==> src/rtl/ram_wb_pkg.sv <==
// Shared types and Wishbone B3 cycle/burst type codes for the RAM slave.
package ram_wb_pkg;

    typedef enum logic [1:0] {
        IDLE,
        ACK,
        BURST,
        ERR
    } wb_state_e;

    localparam logic [2:0] CTI_CLASSIC = 3'b000;
    localparam logic [2:0] CTI_INCR    = 3'b010;
    localparam logic [2:0] CTI_END     = 3'b111;

    localparam logic [1:0] BTE_LINEAR  = 2'b00;

endpackage

==> src/rtl/ram_wb_slave.sv <==
// Wishbone B3 slave fronting a 16 KiB synchronous RAM: classic cycles with one
// wait state, linear incrementing bursts at one beat per cycle, error on bad access.
module ram_wb_slave
    import ram_wb_pkg::*;
#(
    parameter logic [31:0] BASE_ADDR = 32'h0000_0000,
    parameter int          RAM_AW    = 12
) (
    input  logic              clk_i,
    input  logic              rst_i,
    input  logic              wb_cyc_i,
    input  logic              wb_stb_i,
    input  logic              wb_we_i,
    input  logic [31:0]       wb_adr_i,
    input  logic [3:0]        wb_sel_i,
    input  logic [31:0]       wb_dat_i,
    input  logic [2:0]        wb_cti_i,
    input  logic [1:0]        wb_bte_i,
    output logic [31:0]       wb_dat_o,
    output logic              wb_ack_o,
    output logic              wb_err_o,
    output logic              ram_we_o,
    output logic [RAM_AW-1:0] ram_adr_o,
    output logic [3:0]        ram_be_o,
    output logic [31:0]       ram_dat_o,
    input  logic [31:0]       ram_dat_i
);

    localparam logic [RAM_AW-1:0] ADR_ONE = {{(RAM_AW-1){1'b0}}, 1'b1};

    wb_state_e         state;
    logic [RAM_AW-1:0] cnt;
    logic              req;
    logic              in_range;
    logic              is_incr;
    logic              bte_ok;
    logic [RAM_AW-1:0] word_adr;
    logic              unused_adr;

    assign req        = wb_cyc_i & wb_stb_i;
    assign in_range   = (wb_adr_i[31:14] == BASE_ADDR[31:14]);
    assign word_adr   = wb_adr_i[RAM_AW+1:2];
    assign is_incr    = (wb_cti_i == CTI_INCR);
    assign bte_ok     = !is_incr || (wb_bte_i == BTE_LINEAR);
    assign unused_adr = ^wb_adr_i[1:0];

    assign ram_be_o  = wb_sel_i;
    assign ram_dat_o = wb_dat_i;
    assign wb_dat_o  = ram_dat_i;

    // Ack/err are gated by cyc so a master abandoning the cycle never sees a late response.
    assign wb_ack_o = wb_cyc_i & ((state == ACK) | ((state == BURST) & wb_stb_i));
    assign wb_err_o = wb_cyc_i & (state == ERR);

    // In a burst, cnt runs one word ahead of the beat being acked so read data is
    // ready every cycle; writes and paused reads therefore target cnt-1.
    always_comb begin
        // NOTE: defaults first so every path assigns every output and no latch is inferred.
        ram_adr_o = word_adr;
        ram_we_o  = 1'b0;
        case (state)
            IDLE: begin
                ram_adr_o = word_adr;
                ram_we_o  = req & wb_we_i & in_range & bte_ok;
            end
            BURST: begin
                ram_adr_o = (req && !wb_we_i) ? cnt : (cnt - ADR_ONE);
                ram_we_o  = req & wb_we_i;
            end
            default: ;
        endcase
        if (rst_i) begin
            ram_we_o = 1'b0;
        end
    end

    // NOTE: state registers use non-blocking assignments so every flop samples pre-edge values.
    always_ff @(posedge clk_i or posedge rst_i) begin
        if (rst_i) begin
            state <= IDLE;
            cnt   <= '0;
        end else begin
            case (state)
                IDLE: begin
                    if (req) begin
                        if (!in_range || !bte_ok) begin
                            state <= ERR;
                        end else if (is_incr) begin
                            state <= BURST;
                            cnt   <= word_adr + ADR_ONE;
                        end else begin
                            state <= ACK;
                        end
                    end
                end
                ACK, ERR: state <= IDLE;
                BURST: begin
                    if (!wb_cyc_i) begin
                        state <= IDLE;
                    end else if (wb_stb_i) begin
                        cnt <= cnt + ADR_ONE;
                        if (wb_cti_i == CTI_END) begin
                            state <= IDLE;
                        end
                    end
                end
                default: state <= IDLE;
            endcase
        end
    end

endmodule

==> config.mk <==
export PLATFORM = sky130hd
export DESIGN_NAME = ram_wb_slave
export DESIGN_NICKNAME = d
export VERILOG_FILES = /design/src/rtl/ram_wb_pkg.sv /design/src/rtl/ram_wb_slave.sv
export SDC_FILE = /design/constraint.sdc
export NUM_CORES = 1
export LEC_CHECK = 0
export BUFFER_PORTS_ARGS = -buffer_cell sky130_fd_sc_hd__buf_2
export CORE_MARGIN = 2
export CORE_UTILIZATION = 41
export DETAILED_ROUTE_END_ITERATION = 6
export PLACE_DENSITY = 0.92
export SLEW_MARGIN = 30
export SYNTH_ARGS = -nofsm -noshare
export SYNTH_HDL_FRONTEND = slang
export SYNTH_SLANG_ARGS = --single-unit
==> constraint.sdc <==
create_clock -name clk_i -period 4.4 [get_ports clk_i]
set_input_delay 0.66 -clock clk_i [delete_from_list [all_inputs] [get_ports clk_i]]
set_output_delay 0.66 -clock clk_i [all_outputs]
set_load 0.02 [all_outputs]
==> results of run 1 <==
==> worst max-delay path, delay by kind of cell <==
family          cells  cell delay [ns]
buf+inv             2             0.31
compound gates      1             0.09
simple gates        4             1.17
==> layer usage <==
layer | part of all wire | up-vias | track usage
met3 | 0.092 | 17 | 0.0476
met5 | 0 | - | 0
met2 | 0.50 | 99 | 0.298
met1 | 0.39 | 900 | 0.212
met4 | 0.021 | 0 | 0.0780
li1 | - | 891 | -
==> power groups by stage <==
stage	logic (µW)	registers, µW	clock network [µW]
after global routing	350	271	144
after detailed placement	312	258	0
final	316	261	137
after floorplan	387	197	0
after CTS	315	257	138
after global placement	302	255	0
==> registers in the layout, indices dropped and copies added (netlist names) <==
name / cells
cnt: 12
state: 2
==> kinds of logic (layout without fill, tap and decap cells) <==
family          count (synthesis)  count (layout)  share of synthesized area
simple gates                  102             102                      0.267
buf+inv                        90              65                      0.289
fa+ha+maj                       2               2                     0.0118
mux                             6               6                     0.0284
flops                          14              14                      0.165
xor+xnor                       12              12                     0.0496
compound gates                 58              58                      0.189
==> worst paths after layout <==
path / to / slack (ns) / startpoint
worst max-delay path: ram_we_o / 1.51 / wb_adr_i[15]
worst min-delay path: state[0]$_DFFE_PP0P_ / 0.47 / rst_i
worst max register to register: cnt[10]$_DFFE_PP0P_ / 1.57 / state[1]$_DFFE_PP0P_
worst min register to register: cnt[10]$_DFFE_PP0P_ / 0.59 / cnt[10]$_DFFE_PP0P_
max in group asynchronous: cnt[3]$_DFFE_PP0P_ / 3.54 / rst_i
min in group clk_i: cnt[10]$_DFFE_PP0P_ / 0.59 / cnt[10]$_DFFE_PP0P_
==> final cells by class <==
cell class	count	area (µm²)	share of cell area
Sequential cell	14	350	0.180
Timing Repair Buffer	54	270	0.139
Clock buffer	4	55.1	0.0283
Multi-Input combinational cell	180	1160	0.594
Inverter	7	26.3	0.0135
Tap cell	70	87.6	0.0450
==> through the flow <==
step           power, µW  setup slack [ns]  hold WS [ns]  cells  area [µm²]
6_report             714              1.51         0.470    329        1950
2_1_floorplan        584              1.61         0.526    284        2120
3_3_place_gp         557              1.61         0.566    325        1890
3_5_place_dp         570              1.52         0.571    325        1890
4_1_cts              710              1.51         0.497    329        1950
5_1_grt              765              1.37         0.523    329        1950
==> cells in the final DEF (no fill, tap or decap), types with 2 or more instances in the layout <==
cell,n
sky130_fd_sc_hd__a211oi_1,2
sky130_fd_sc_hd__a21o_1,5
sky130_fd_sc_hd__a21oi_1,9
sky130_fd_sc_hd__a31oi_1,4
sky130_fd_sc_hd__and2_1,3
sky130_fd_sc_hd__and3_1,4
sky130_fd_sc_hd__and3b_1,2
sky130_fd_sc_hd__and4b_1,2
sky130_fd_sc_hd__buf_2,54
sky130_fd_sc_hd__clkbuf_8,4
sky130_fd_sc_hd__dfrtp_1,14
sky130_fd_sc_hd__ha_1,2
sky130_fd_sc_hd__inv_1,7
sky130_fd_sc_hd__mux2i_1,6
sky130_fd_sc_hd__nand2_1,27
sky130_fd_sc_hd__nand3_1,8
sky130_fd_sc_hd__nand3b_1,2
sky130_fd_sc_hd__nand4_1,8
sky130_fd_sc_hd__nor2_1,16
sky130_fd_sc_hd__nor2b_1,3
sky130_fd_sc_hd__nor3_1,7
sky130_fd_sc_hd__nor3b_1,2
sky130_fd_sc_hd__nor4_1,6
sky130_fd_sc_hd__o2111ai_1,2
sky130_fd_sc_hd__o211ai_1,3
sky130_fd_sc_hd__o21ai_0,16
sky130_fd_sc_hd__o22a_1,2
sky130_fd_sc_hd__o31ai_1,2
sky130_fd_sc_hd__or3_1,2
sky130_fd_sc_hd__or3_4,2
sky130_fd_sc_hd__xnor2_1,4
sky130_fd_sc_hd__xor2_1,8
==> impl_summary.log, run 1 <==
INFO  metric netlist_instances = 284
INFO  metric drt_via_density = 5.80
INFO  metric post-route-drc-count = 0
INFO  metric synth_cell_types = 56
INFO  metric ant_nets = 0
INFO  metric worst-slew-pin-transition = 0.700 ns
INFO  metric synthesis.area_per_instance = 7.46 µm²
INFO  metric cpMaxStageDelayCell = sky130_fd_sc_hd__nand4_1
INFO  metric die-area = 5760 µm²
INFO  metric ff2ff_path_depth = 8
INFO  metric layout.nets = 372
INFO  metric yosysWarnings = 0
INFO  metric clockPowerShare = 0.192
INFO  metric detail_route.wirelength = 5190 µm
INFO  metric postSynthRegisterBits = 14
INFO  metric wl_per_cell = 15.8 µm
INFO  metric htree_num_levels = 1
INFO  metric cts_repair_resize_count = 0
INFO  metric synth-main-ff-cell = sky130_fd_sc_hd__dfrtp_1
INFO  metric synth_top_cell_by_area = sky130_fd_sc_hd__buf_4
INFO  metric vdd_ir_drop_max = 0.000153 V
INFO  metric yosysTopAreaCellShare = 0.245
INFO  metric synth.cell_area = 2120 µm²
INFO  metric required = 3.74 ns
INFO  metric initialDrtViolationCount = 154
INFO  metric power_leakage = 0.000847 µW
INFO  metric synthesis.nets = 396
INFO  metric timing.critical_path.cells = buf_2, nor4_1, nand4_1, nor2b_1, a21oi_1, nor4bb_1, buf_2
INFO  metric timing.setup.critical_path_class = in -> out
INFO  metric insertion_delay = 0.26 ns
INFO  metric yosys-top-cells-area = sky130_fd_sc_hd__buf_4, sky130_fd_sc_hd__dfrtp_1, sky130_fd_sc_hd__nand2_1, sky130_fd_sc_hd__o21ai_0, sky130_fd_sc_hd__xor2_1
INFO  metric row_count = 26
INFO  metric hpwl = 3930 µm
INFO  metric postCtsHoldBufs = 0
INFO  metric ys_async_sr_fraction = 1.00
INFO  metric cts.sinks = 14
INFO  metric pin_count = 193
INFO  metric synthTopCellsByCount = sky130_fd_sc_hd__buf_4, sky130_fd_sc_hd__nand2_1, sky130_fd_sc_hd__nor2_1, sky130_fd_sc_hd__o21ai_0, sky130_fd_sc_hd__dfrtp_1
INFO  metric sort_of_element_at_the_start_of_the_critical_path = primary input
INFO  metric synth_seq_area_share = 0.165
INFO  metric post-cts-setup-buffers = 0
INFO  metric antenna_found_initial = 0
INFO  metric switchingPower = 327 µW
INFO  metric io_buffers = 54
INFO  metric grt_util_all_layers = 0.178
INFO  metric synth_edf_count = 0
INFO  metric clock-skew-final = 0.00362 ns
INFO  metric netSwitchingFraction = 0.458
INFO  metric critical_path_arrival = 2.23 ns
INFO  metric drv.max_cap_violation_count = 0
INFO  metric grt_max_degree = 35
INFO  metric initial_utilization = 0.420
INFO  metric place_congestion = 0.910
INFO  metric cts_tree = built
INFO  metric setup-violations-final = 0
INFO  metric area_growth_syn_to_layout = -8.15%
INFO  metric tns = 0 ns
INFO  metric seqPwrFrac = 0.365
INFO  metric timing.final.crit_share = 0.656
INFO  metric post-route-min-period = 2.89 ns
INFO  metric timing.slew.headroom = 0.530
INFO  metric final_max_slew_viol_count = 0
INFO  metric worst_path_most_repeated_cell = sky130_fd_sc_hd__buf_2
INFO  metric global_route.overflow_total = 0
INFO  metric path_clk_slew = 0.07 ns
INFO  metric worst_hold_path_type = in -> async
INFO  metric fillers = 502
INFO  metric die_width = 75.9 µm
INFO  metric run_status = finished clean
INFO  metric post-route-util = 0.386
INFO  metric grt_pass1_wl = 7850 µm
INFO  metric critPathMaxFanout = 6
INFO  metric combinationalPowerShare = 0.442
INFO  metric design.core.area = 5040 µm²
INFO  metric drive_above_1_share = 0.263
INFO  metric endpoint_kind = output pin
INFO  metric synth.most_common_cell = sky130_fd_sc_hd__buf_4
INFO  metric firstDrtPassIters = 4
INFO  metric rsz0062_at_grt = false
INFO  metric die_h = 75.9 µm
INFO  metric clock_tree.root_cell = sky130_fd_sc_hd__clkbuf_8
INFO  metric grt_pass1_vias = 1672
INFO  metric maxClockFrequency = 0.346 GHz
INFO  metric tritoncts.num_buffers = 3
INFO  metric critical-path-max-stage-delay = 0.31 ns
INFO  metric hold_violations = 0
INFO  metric routed-via-count = 1907
INFO  metric cts.path.max_buffers = 2
INFO  metric internal_power = 387 µW
INFO  metric power_per_cell_area = 367 nW/µm²
INFO  metric antenna-diode-count = 0
Note: power is estimated with default switching activity, not from simulation.
==> run 2, diff against run 1 <==
--- a/config.mk
+++ b/config.mk
@@ -7,9 +7,9 @@
 export LEC_CHECK = 0
 export BUFFER_PORTS_ARGS = -buffer_cell sky130_fd_sc_hd__buf_2
 export CORE_MARGIN = 2
-export CORE_UTILIZATION = 41
+export CORE_UTILIZATION = 38
 export DETAILED_ROUTE_END_ITERATION = 6
-export PLACE_DENSITY = 0.92
+export PLACE_DENSITY = 0.87
 export SLEW_MARGIN = 30
 export SYNTH_ARGS = -nofsm -noshare
 export SYNTH_HDL_FRONTEND = slang
==> constraint.sdc (replaced) <==
create_clock -name clk_i -period 2.7 [get_ports clk_i]
set_input_delay 0.405 -clock clk_i [delete_from_list [all_inputs] [get_ports clk_i]]
set_output_delay 0.405 -clock clk_i [all_outputs]
set_load 0.02 [all_outputs]
==> impl_summary.log, run 2 (same netlist as run 1, synthesis figures left out) <==
INFO  metric antenna_found_initial = 0
INFO  metric postCtsHoldBufs = 0
INFO  metric post_dp_cell_area = 1920 µm²
INFO  metric run_status = finished clean
INFO  metric grt_pass1_wl = 8070 µm
INFO  metric post-route-drc-count = 0
INFO  metric htree_num_levels = 1
INFO  metric die_h = 78.7 µm
INFO  metric design.core.area = 5440 µm²
INFO  metric row_count = 27
INFO  metric place_congestion = 0.905
INFO  metric grt_max_degree = 28
INFO  metric routed-via-count = 1901
INFO  metric power_per_cell_area = 593 nW/µm²
INFO  metric worst_hold_path_type = in -> async
INFO  metric layout_commonest_cell = sky130_fd_sc_hd__buf_2
INFO  metric insertion_delay = 0.25 ns
INFO  metric cts.sinks = 14
INFO  metric finish.cell_count_without_fillers = 335
INFO  metric setup-violations-final = 0
INFO  metric global_route.overflow_total = 0
INFO  metric post-route-util = 0.364
INFO  metric endpoint_kind = flop
INFO  metric die_width = 78.7 µm
INFO  metric critical_path_arrival = 2.57 ns
INFO  metric ant_nets = 0
INFO  metric grt_pass1_vias = 1659
INFO  metric pin_count = 193
INFO  metric critPathMaxFanout = 9
INFO  metric post-route-min-period = 2.45 ns
INFO  metric clock_tree.root_cell = sky130_fd_sc_hd__clkbuf_8
INFO  metric drt_via_density = 5.67
INFO  metric io_buffers = 54
INFO  metric timing.final.crit_share = 0.907
INFO  metric fillers = 555
INFO  metric fin_worst_hold_slack = 0.218 ns
INFO  metric cts_repair_resize_count = 0
INFO  metric post-cts-setup-buffers = 0
INFO  metric detail_route.wirelength = 5170 µm
INFO  metric drive_above_1_share = 0.274
INFO  metric initialDrtViolationCount = 182
INFO  metric tritoncts.num_buffers = 3
INFO  metric worst-slew-pin-transition = 0.651 ns
INFO  metric grt_util_all_layers = 0.160
INFO  metric timing.setup.critical_path_class = reg -> reg
INFO  metric final_area = 1980 µm²
INFO  metric clock-skew-final = 0.00205 ns
INFO  metric die-area = 6190 µm²
INFO  metric area_growth_syn_to_layout = -6.62%
INFO  metric multi_input_area = 1160 µm²
INFO  metric layout.nets = 376
INFO  metric vdd_ir_drop_max = 0.000214 V
INFO  metric hold_violations = 0
INFO  metric cts_tree = built
INFO  metric register_area = 350 µm²
INFO  metric layout_common_cells = sky130_fd_sc_hd__buf_2, sky130_fd_sc_hd__nand2_1, sky130_fd_sc_hd__nor2_1, sky130_fd_sc_hd__o21ai_0, sky130_fd_sc_hd__dfrtp_1
INFO  metric placed_cells = 331
INFO  metric drv.max_cap_violation_count = 0
INFO  metric initial_utilization = 0.389
INFO  metric required = 2.82 ns
INFO  metric reg.largest.list = cnt: 12 flops, state: 2 flops
INFO  metric cts.path.max_buffers = 2
INFO  metric largest_register_ff_count = 12
INFO  metric maxClockFrequency = 0.408 GHz
INFO  metric power_leakage = 0.000867 µW
INFO  metric sort_of_element_at_the_start_of_the_critical_path = flop
INFO  metric regMostFlops = cnt
INFO  metric timing.slew.headroom = 0.566
INFO  metric hpwl = 4000 µm
INFO  metric rsz0062_at_grt = false
INFO  metric path_clk_slew = 0.07 ns
INFO  metric firstDrtPassIters = 4
INFO  metric final_max_slew_viol_count = 0
INFO  metric tns = 0 ns
INFO  metric antenna-diode-count = 0
INFO  metric wl_per_cell = 15.4 µm
## run 2: changes by cell type in the layout (fill, tap and decap cells not counted)
cell,delta
sky130_fd_sc_hd__buf_4,+4
## run 2: metrics by stage
step,total power (µW),setup WS [ns]
2_1_floorplan,953,0.0394
3_3_place_gp,920,0.336
3_5_place_dp,949,0.297
4_1_cts,1170,0.262
5_1_grt,1250,0.0295
6_report,1170,0.251
## run 2: final timing paths
check                                            end  cells after the start            startpoint  slack, ns
worst max-delay path             cnt[10]$_DFFE_PP0P_                      8  state[0]$_DFFE_PP0P_       0.25
worst min-delay path            state[0]$_DFFE_PP0P_                      2                 rst_i       0.22
worst max register to register   cnt[10]$_DFFE_PP0P_                      8  state[0]$_DFFE_PP0P_       0.25
worst min register to register   cnt[10]$_DFFE_PP0P_                      1   cnt[10]$_DFFE_PP0P_       0.60
max in group asynchronous         cnt[3]$_DFFE_PP0P_                      2                 rst_i       2.10
min in group clk_i              state[1]$_DFFE_PP0P_                      2              wb_cyc_i       0.46
## run 2: layout make-up
type	count	area share
sequential	14	0.177
multi-input combinational	180	0.584
timing repair buffer	58	0.152
clock buffer	4	0.0278
tap	72	0.0455
inverter	7	0.0133
## run 2: critical path, stage by stage, from the launching register on
cell and delay (ns):
sky130_fd_sc_hd__dfrtp_1 0.45, sky130_fd_sc_hd__nand2b_4 0.20, sky130_fd_sc_hd__o21ai_0 0.23, sky130_fd_sc_hd__ha_1 0.24
sky130_fd_sc_hd__nand4_1 0.17, sky130_fd_sc_hd__or3_1 0.38, sky130_fd_sc_hd__a221oi_1 0.33, sky130_fd_sc_hd__mux2i_1 0.22
sky130_fd_sc_hd__o2bb2ai_1 0.07
## run 2: power by group
group,total [µW],internal (µW),switching [µW]
clock network,218,130,88.3
registers,424,280,144
logic,531,229,301
## run 2: per-layer routing
metal	track usage	up-vias	routed length (µm)
met5	0	-	0
met4	0.0649	0	146
met3	0.0287	23	362
met2	0.270	75	2540
met1	0.201	906	2110
li1	-	897	-
